[src/rtl/hiscore_engine.sv]
// High-score manager: captures an address table and a score image over ioctl, waits
// for every table entry's start/end markers in game RAM, then writes the image back.
module hiscore_engine #(
  parameter int ENTRIES    = 16,
  parameter int RAM_AW     = 10,
  parameter int BUF_AW     = 8,
  parameter int CFG_INDEX  = 3,
  parameter int DATA_INDEX = 4,
  parameter int CHECK_GAP  = 1024
) (
  input  logic              clk,
  input  logic              reset,
  input  logic              ioctl_download,
  input  logic              ioctl_upload,
  input  logic              ioctl_wr,
  input  logic [24:0]       ioctl_addr,
  input  logic [7:0]        ioctl_dout,
  input  logic [7:0]        ioctl_index,
  output logic [7:0]        ioctl_din,
  output logic [RAM_AW-1:0] ram_address,
  output logic [7:0]        ram_data_out,
  output logic              ram_we,
  output logic              ram_access,
  input  logic [7:0]        ram_data_in,
  output logic              hs_inserted
);
  localparam int EW = $clog2(ENTRIES);
  localparam int NW = EW + 1;

  typedef enum logic [2:0] {IDLE, CHK_S, WAIT_S, CHK_E, WAIT_E, GAP, WRITE, DONE} state_t;

  logic [RAM_AW-1:0] base_mem [ENTRIES];
  logic [7:0]        len_mem  [ENTRIES];
  logic [7:0]        smk_mem  [ENTRIES];
  logic [7:0]        emk_mem  [ENTRIES];
  logic [7:0]        buf_mem  [2**BUF_AW];

  state_t            state_q, state_d;
  logic [NW-1:0]     e_q, e_d, num_q, num_d, u_q, u_d;
  logic [7:0]        k_q, k_d, o_q, o_d;
  logic [BUF_AW-1:0] p_q, p_d;
  logic [15:0]       gap_q, gap_d;
  logic [24:0]       upaddr_q, upaddr_d;
  logic              dl_q, dl_d, img_valid_q, img_valid_d, past_q, past_d, upl_q, upl_d;
  logic [RAM_AW-1:0] ram_address_q, ram_address_d;
  logic [7:0]        ram_data_out_q, ram_data_out_d;
  logic              ram_we_q, ram_we_d, ram_access_q, ram_access_d, hs_q, hs_d;

  logic [21:0]       rec_s;
  logic              rec_ok_s, cfg_wr_s, data_wr_s, new_dl_s;
  logic [31:0]       base32_s;
  logic [NW-1:0]     e_nx_s;
  logic [RAM_AW-1:0] base_e_s, base_nx_s;
  logic [7:0]        len_e_s, smk_e_s, emk_e_s, len_u_s;

  assign rec_s     = ioctl_addr[24:3];
  assign rec_ok_s  = rec_s < 22'(ENTRIES);
  assign cfg_wr_s  = ioctl_download && ioctl_wr && (ioctl_index == 8'(CFG_INDEX));
  assign data_wr_s = ioctl_download && ioctl_wr && (ioctl_index == 8'(DATA_INDEX));
  assign new_dl_s  = ioctl_download &&
                     ((ioctl_index == 8'(CFG_INDEX)) || (ioctl_index == 8'(DATA_INDEX)));

  assign e_nx_s    = e_q + NW'(1);
  assign base_e_s  = base_mem[e_q[EW-1:0]];
  assign base_nx_s = base_mem[e_nx_s[EW-1:0]];
  assign len_e_s   = len_mem[e_q[EW-1:0]];
  assign smk_e_s   = smk_mem[e_q[EW-1:0]];
  assign emk_e_s   = emk_mem[e_q[EW-1:0]];
  assign len_u_s   = len_mem[u_q[EW-1:0]];

  // Big-endian address byte merged into the stored base; only the low RAM_AW bits survive.
  always_comb begin
    base32_s = 32'(base_mem[rec_s[EW-1:0]]);
    case (ioctl_addr[1:0])
      2'd0:    base32_s[31:24] = ioctl_dout;
      2'd1:    base32_s[23:16] = ioctl_dout;
      2'd2:    base32_s[15:8]  = ioctl_dout;
      default: base32_s[7:0]   = ioctl_dout;
    endcase
  end

  always_ff @(posedge clk) begin
    if (cfg_wr_s && rec_ok_s) begin
      case (ioctl_addr[2:0])
        3'd0, 3'd1, 3'd2, 3'd3: base_mem[rec_s[EW-1:0]] <= base32_s[RAM_AW-1:0];
        3'd4:    len_mem[rec_s[EW-1:0]] <= ioctl_dout;
        3'd5:    smk_mem[rec_s[EW-1:0]] <= ioctl_dout;
        3'd6:    emk_mem[rec_s[EW-1:0]] <= ioctl_dout;
        default: ;
      endcase
    end
    if (data_wr_s) buf_mem[ioctl_addr[BUF_AW-1:0]] <= ioctl_dout;
  end

  always_comb begin
    state_d = state_q;  e_d = e_q;  k_d = k_q;  p_d = p_q;  gap_d = gap_q;
    u_d = u_q;  o_d = o_q;  upaddr_d = upaddr_q;  upl_d = ioctl_upload;  dl_d = ioctl_download;
    num_d = num_q;  img_valid_d = img_valid_q;
    ram_address_d = ram_address_q;  ram_data_out_d = ram_data_out_q;  ram_we_d = 1'b0;

    if (cfg_wr_s && (ioctl_addr == 25'd0)) num_d = '0;
    if (cfg_wr_s && rec_ok_s && (ioctl_addr[2:0] == 3'd7)) num_d = {1'b0, rec_s[EW-1:0]} + NW'(1);
    if (data_wr_s) img_valid_d = 1'b1;

    if (new_dl_s) begin
      state_d = IDLE;
    end else if (ioctl_upload) begin
      // Upload owns the RAM port; the FSM stays frozen in whatever state it was in.
      upaddr_d = ioctl_addr;
      if (ioctl_addr == 25'd0) begin
        u_d = '0;
        o_d = 8'd0;
      end else if ((ioctl_addr != upaddr_q) && (u_q < num_q)) begin
        if ((len_u_s == 8'd0) || (o_q == len_u_s - 8'd1)) begin
          u_d = u_q + NW'(1);
          o_d = 8'd0;
        end else begin
          o_d = o_q + 8'd1;
        end
      end
      ram_address_d = base_mem[u_d[EW-1:0]] + RAM_AW'(o_d);
    end else begin
      case (state_q)
        IDLE: begin
          if ((num_q != '0) && img_valid_q && !ioctl_download && !dl_q) begin
            e_d = '0;
            ram_address_d = base_mem[0];
            state_d = CHK_S;
          end
        end
        CHK_S: begin
          if (len_e_s != 8'd0) begin
            state_d = WAIT_S;
          end else if (e_nx_s == num_q) begin
            e_d = '0;  k_d = 8'd0;  p_d = '0;
            state_d = WRITE;
          end else begin
            e_d = e_nx_s;
            ram_address_d = base_nx_s;
          end
        end
        WAIT_S: begin
          if (ram_data_in != smk_e_s) begin
            gap_d = 16'd0;
            state_d = GAP;
          end else begin
            ram_address_d = base_e_s + RAM_AW'(len_e_s) - RAM_AW'(1);
            state_d = CHK_E;
          end
        end
        CHK_E: state_d = WAIT_E;
        WAIT_E: begin
          if (ram_data_in != emk_e_s) begin
            gap_d = 16'd0;
            state_d = GAP;
          end else if (e_nx_s == num_q) begin
            e_d = '0;  k_d = 8'd0;  p_d = '0;
            state_d = WRITE;
          end else begin
            e_d = e_nx_s;
            ram_address_d = base_nx_s;
            state_d = CHK_S;
          end
        end
        GAP: begin
          if (gap_q == 16'(CHECK_GAP - 1)) begin
            e_d = '0;
            ram_address_d = base_mem[0];
            state_d = CHK_S;
          end else begin
            gap_d = gap_q + 16'd1;
          end
        end
        WRITE: begin
          if (len_e_s != 8'd0) begin
            ram_we_d       = 1'b1;
            ram_address_d  = base_e_s + RAM_AW'(k_q);
            ram_data_out_d = buf_mem[p_q];
            p_d            = p_q + BUF_AW'(1);
          end
          if ((len_e_s == 8'd0) || (k_q == len_e_s - 8'd1)) begin
            k_d = 8'd0;
            if (e_nx_s == num_q) state_d = DONE;
            else                 e_d = e_nx_s;
          end else begin
            k_d = k_q + 8'd1;
          end
        end
        DONE:    state_d = DONE;
        default: state_d = IDLE;
      endcase
    end

    past_d       = (u_d >= num_q);
    ram_access_d = ioctl_upload || ram_we_d ||
                   (state_d inside {CHK_S, WAIT_S, CHK_E, WAIT_E, WRITE});
    hs_d         = (state_d == DONE);
  end

  always_ff @(posedge clk or posedge reset) begin
    if (reset) begin
      state_q <= IDLE;  e_q <= '0;  k_q <= 8'd0;  p_q <= '0;  gap_q <= 16'd0;
      u_q <= '0;  o_q <= 8'd0;  upaddr_q <= 25'd0;  upl_q <= 1'b0;  dl_q <= 1'b0;
      num_q <= '0;  img_valid_q <= 1'b0;  past_q <= 1'b0;
      ram_address_q <= '0;  ram_data_out_q <= 8'd0;  ram_we_q <= 1'b0;
      ram_access_q <= 1'b0;  hs_q <= 1'b0;
    end else begin
      state_q <= state_d;  e_q <= e_d;  k_q <= k_d;  p_q <= p_d;  gap_q <= gap_d;
      u_q <= u_d;  o_q <= o_d;  upaddr_q <= upaddr_d;  upl_q <= upl_d;  dl_q <= dl_d;
      num_q <= num_d;  img_valid_q <= img_valid_d;  past_q <= past_d;
      ram_address_q <= ram_address_d;  ram_data_out_q <= ram_data_out_d;  ram_we_q <= ram_we_d;
      ram_access_q <= ram_access_d;  hs_q <= hs_d;
    end
  end

  // Upload data comes straight from RAM so it is ready two cycles after an address change.
  assign ioctl_din    = (upl_q && !past_q) ? ram_data_in : 8'h00;
  assign ram_address  = ram_address_q;
  assign ram_data_out = ram_data_out_q;
  assign ram_we       = ram_we_q;
  assign ram_access   = ram_access_q;
  assign hs_inserted  = hs_q;

endmodule

[config.mk]
export PLATFORM = sky130hd
export DESIGN_NAME = hiscore_engine
export DESIGN_NICKNAME = d
export VERILOG_FILES = /design/src/rtl/hiscore_engine.sv
export SDC_FILE = /design/constraint.sdc
export NUM_CORES = 2
export LEC_CHECK = 0
export ABC_AREA = 1
export BUFFER_PORTS_ARGS = -buffer_cell sky130_fd_sc_hd__buf_2
export CORE_MARGIN = 2
export CORE_UTILIZATION = 35
export CTS_BUF_LIST = sky130_fd_sc_hd__clkbuf_2 sky130_fd_sc_hd__clkbuf_4 sky130_fd_sc_hd__clkbuf_8
export CTS_CLUSTER_SIZE = 20
export DETAILED_ROUTE_END_ITERATION = 6
export REMOVE_ABC_BUFFERS = 1
export SLEW_MARGIN = 20
export SYNTH_ARGS = -nofsm -noshare
export SYNTH_HDL_FRONTEND = slang
export SYNTH_SLANG_ARGS = --single-unit
[constraint.sdc]
create_clock -name clk -period 10.91 [get_ports clk]
set_input_delay 3.273 -clock clk [delete_from_list [all_inputs] [get_ports clk]]
set_output_delay 3.273 -clock clk [all_outputs]
set_load 0.02 [all_outputs]
==> results.cfg <==
[global_routing]
grt_pass1_wl_mm = 507.2
number_of_antenna_violations_at_the_first_check_in_global_routing = 10
grt-ovfl-total = 0
grt.total_usage = 0.2022
grt_start_max_net_pins = 197
first_global_vias = 76633

[placed_design]
gp_congestion = 0.9234
dp_cells = 13408
place.port_buffers = 82
place.detailed.hpwl_mm = 200.7

[yosys]
number_of_enable_flip_flop_cells_after_synthesis = 2592
synth-seq-cells = 2700
synth-simple-area-share = 0.1101
muxShareOfSynthArea = 0
syn_avg_cell_area_sq_um = 11.93
cell_count_after_synthesis = 9545
synth_compound_area_frac = 0.1351
sequential_cell_area_fraction_in_the_yosys_report = 0.7071
synth_ff_type = edfxtp_1
netlist_area_before_placement_sq_mm = 0.1139
async_flop_share = 0.04000
synth_adder_area_share = 0.006459
synth_top_family_by_area = compound AO/OA/AOI/OAI gates
yosysWarnings = 0
synth_xor_xnor_area_share = 0.005383
synthDistinctLibCells = 61

[sta]
final.period_utilization = 0.8367
final_max_slew_viol_count = 0
grt_setup_unrepaired = false
final-hold-violation-count = 0
worst_hold_slack_ns = 0.5058
slew_headroom = 0.2080
post-route-min-period_ns = 9.129
report.final.setup_viol = 0
skew_ns = 0.1635
achievable-frequency_ghz = 0.1095
tightest_slew_ns = 1.184
fin_setup_tns_ns = 0

[routing]
drt.antenna.violating_nets = 0
remaining_drc_errors = 0
wl_per_cell_microns = 24.36
firstDrtPassIters = 7
wirelength_mm = 346.4
drt-vias-per-instance = 5.578
vias = 79329
first_iter_violations = 10249

[die]
die_w_microns = 574.5
ios = 83
die_outline_area_sq_mm = 0.3300
rows = 209
start_util = 0.3515
core_region_area_sq_mm = 0.3240
die_y_microns = 574.5

[clock_network]
cts_root_buf = clkbuf_8
clock_latency_at_the_later_pin_of_the_worst_skew_pair_ns = 1.12
htree_levels = 5
cts_tree = built
clkTransAtPathRegs_ns = 0.06
cts_setup_buffers = 0
cts_resized = 0
cts-root-to-sink-buffers = 4
cts.hold.buffers_added = 0
clock-sinks = 2700
cts_made_buffers = 436

[flow_run]
max-cap-violations = 0

[setup_path]
worst_r2r_setup_slack_ns = 2.91
reg2reg_to = ram_address[8]
timing.critical_path.to_type = register
cpLargestDelayFamily = simple AND/OR/NAND/NOR gates
critPathLaunchType = input pin
worst_path_most_repeated_cell = nand2_1
worstSetupPathType = input pin to register
worst_ep_arrival_time_ns = 10.00
worstPathRequired_ns = 11.78
cp.buffers_inverters = 5
max_stage_delay_ns = 0.82
worst_r2r_path_depth = 39
slowest_stage_cell_on_the_critical_path = nor4_1
timing.rr.start = u_q[0]
critical_path_peak_fanout = 62

[hold_path]
hold_start = ram_address[8]
worst_hold_path.num_cells = 2
worstHoldEndpoint = ram_address[8]
timing.hold.worst.class = register to register

[power_and_ir_drop]
power.density_cell_area_mw_per_mm2 = 237.6
worst_ir_drop_vdd_v = 0.0001913
power.static_leakage_nw = 41.44
total_power_w = 0.03019

[final_layout]
final_nets = 9632
drive_above_1_share = 0.09988
finalNonFillerCells = 14222
area_delta_synth_final_pct = 11.56

[run_status]
status = finished clean
## where the power goes
| part | switching (W) | leakage (nW) | internal [W] |
|---|---|---|---|
| combinational | 0.00683 | 12.2 | 0.00280 |
| sequential | 0.000262 | 24.6 | 0.0115 |
| clock | 0.00415 | 4.62 | 0.00469 |
| total | 0.0112 | 41.4 | 0.0190 |
## worst max-delay path by stage
stage / cells past startpoint / to / from / slack [ns]
2_1_floorplan: 9 / ram_data_out[0] / p_q[0] / -35.64
3_3_place_gp: 30 / ram_address[9] / ioctl_addr[6] / 1.02
3_5_place_dp: 29 / ram_address[8] / ioctl_addr[4] / 0.95
4_1_cts: 29 / ram_address[8] / ioctl_addr[4] / 2.02
5_1_grt: 29 / ram_address[8] / ioctl_addr[5] / 1.44
6_report: 29 / ram_address[8] / ioctl_addr[5] / 1.78
## metrics by stage
stage                 util  instance area (sq um)  setup slack (ns)
floorplan                -                 111100            -35.64
global placement    0.3651                 118300             1.015
detailed placement  0.3652                 118300            0.9540
CTS                 0.3922                 127100             2.017
global route        0.3922                 127100             1.441
finish              0.3922                 127100             1.781
## area by class of cell
type	instances	area [sq um]
diodes	5	12.51
clock buffers	591	7258
clock inverters	218	1490
fillers	30611	196900
inverters	352	1360
multi-input cells	5820	29390
flip-flops and latches	2700	80560
well taps	4325	5411
repair buffers	211	1584
## logic make-up (layout without fill, tap and decap cells)
logic type | count (synthesis) | in the layout
adder cells (fa/ha/maj) | 57 | 57
XOR/XNOR | 70 | 70
other | 0 | 5
AO/OA/AOI/OAI | 2619 | 2619
buffers and inverters | 1025 | 1372
flip-flops | 2700 | 2700
AND/OR/NAND/NOR | 3074 | 3074
## cells in the final DEF (no fill, tap or decap), types with 9 or more instances in the layout
cell / synthesis / routed
ha_1: 54 / 53
clkinv_2: 0 / 52
nor3_1: 29 / 29
o21ai_0: 1323 / 1322
o21ai_1: 10 / 11
o211ai_1: 148 / 148
o2111ai_1: 35 / 35
o221ai_1: 276 / 276
inv_2: 9 / 10
edfxtp_1: 2592 / 2592
xnor2_1: 12 / 12
xor2_1: 58 / 58
clkinv_1: 9 / 131
clkbuf_4: 0 / 140
o22ai_1: 340 / 340
nand3_1: 447 / 445
buf_12: 0 / 10
a211oi_1: 15 / 15
a31oi_1: 34 / 34
inv_1: 332 / 326
buf_4: 12 / 119
nand2_1: 893 / 877
nand4_1: 56 / 56
clkbuf_8: 0 / 451
nor4_1: 14 / 12
bufinv_16: 0 / 15
a21o_1: 18 / 18
buf_2: 67 / 74
nand2_2: 8 / 21
nor2_1: 1583 / 1578
dfrtp_1: 108 / 100
a21oi_1: 371 / 371
nand3b_1: 9 / 9
## sequential cells by signal, summed over array words and instances (netlist names), 10 cells and up
register / flops
base_mem: 160
buf_mem: 2048
upaddr_q: 25
len_mem: 128
gap_q: 16
emk_mem: 128
smk_mem: 128
ram_address: 10
## metal layers
layer | global-route usage | up-vias | routed length (microns)
li1 | - | 35244 | -
met1 | 0.2744 | 39120 | 141700
met2 | 0.3179 | 4212 | 158100
met3 | 0.03443 | 749 | 30930
met4 | 0.09163 | 4 | 15630
met5 | 0 | - | 23
## tightest hold or removal path, delay by kind of cell (launching register included)
| kind | cells | cell delay, ns |
|---|---|---|
| flip-flops | 1 | 0.36 |
| AND/OR/NAND/NOR | 2 | 0.12 |
## Yosys cell counts (7+ instances only)
library cell  number  area share
edfxtp_1        2592        0.68
nor2_1          1583       0.052
o21ai_0         1323       0.058
nand2_1          893       0.029
clkbuf_1         544       0.018
nand3_1          447       0.020
a21oi_1          371       0.016
o22ai_1          340       0.019
inv_1            332       0.011
o221ai_1         276       0.021
o211ai_1         148      0.0098
dfrtp_1          108       0.024
buf_2             67      0.0029
xor2_1            58      0.0045
nand4_1           56      0.0031
ha_1              54      0.0059
buf_1             37      0.0012
o2111ai_1         35      0.0027
a31oi_1           34      0.0019
nor3_1            29      0.0013
a21o_1            18      0.0012
a211oi_1          15     0.00099
nor4_1            14     0.00077
buf_6             13      0.0013
buf_4             12     0.00079
xnor2_1           12     0.00092
o21ai_1           10     0.00044
clkinv_1           9     0.00030
inv_2              9     0.00030
nand3b_1           9     0.00059
nand2_2            8     0.00044
nor3b_1            8     0.00053
o21a_1             7     0.00046
No activity file was read; power rests on OpenSTA's default activity.
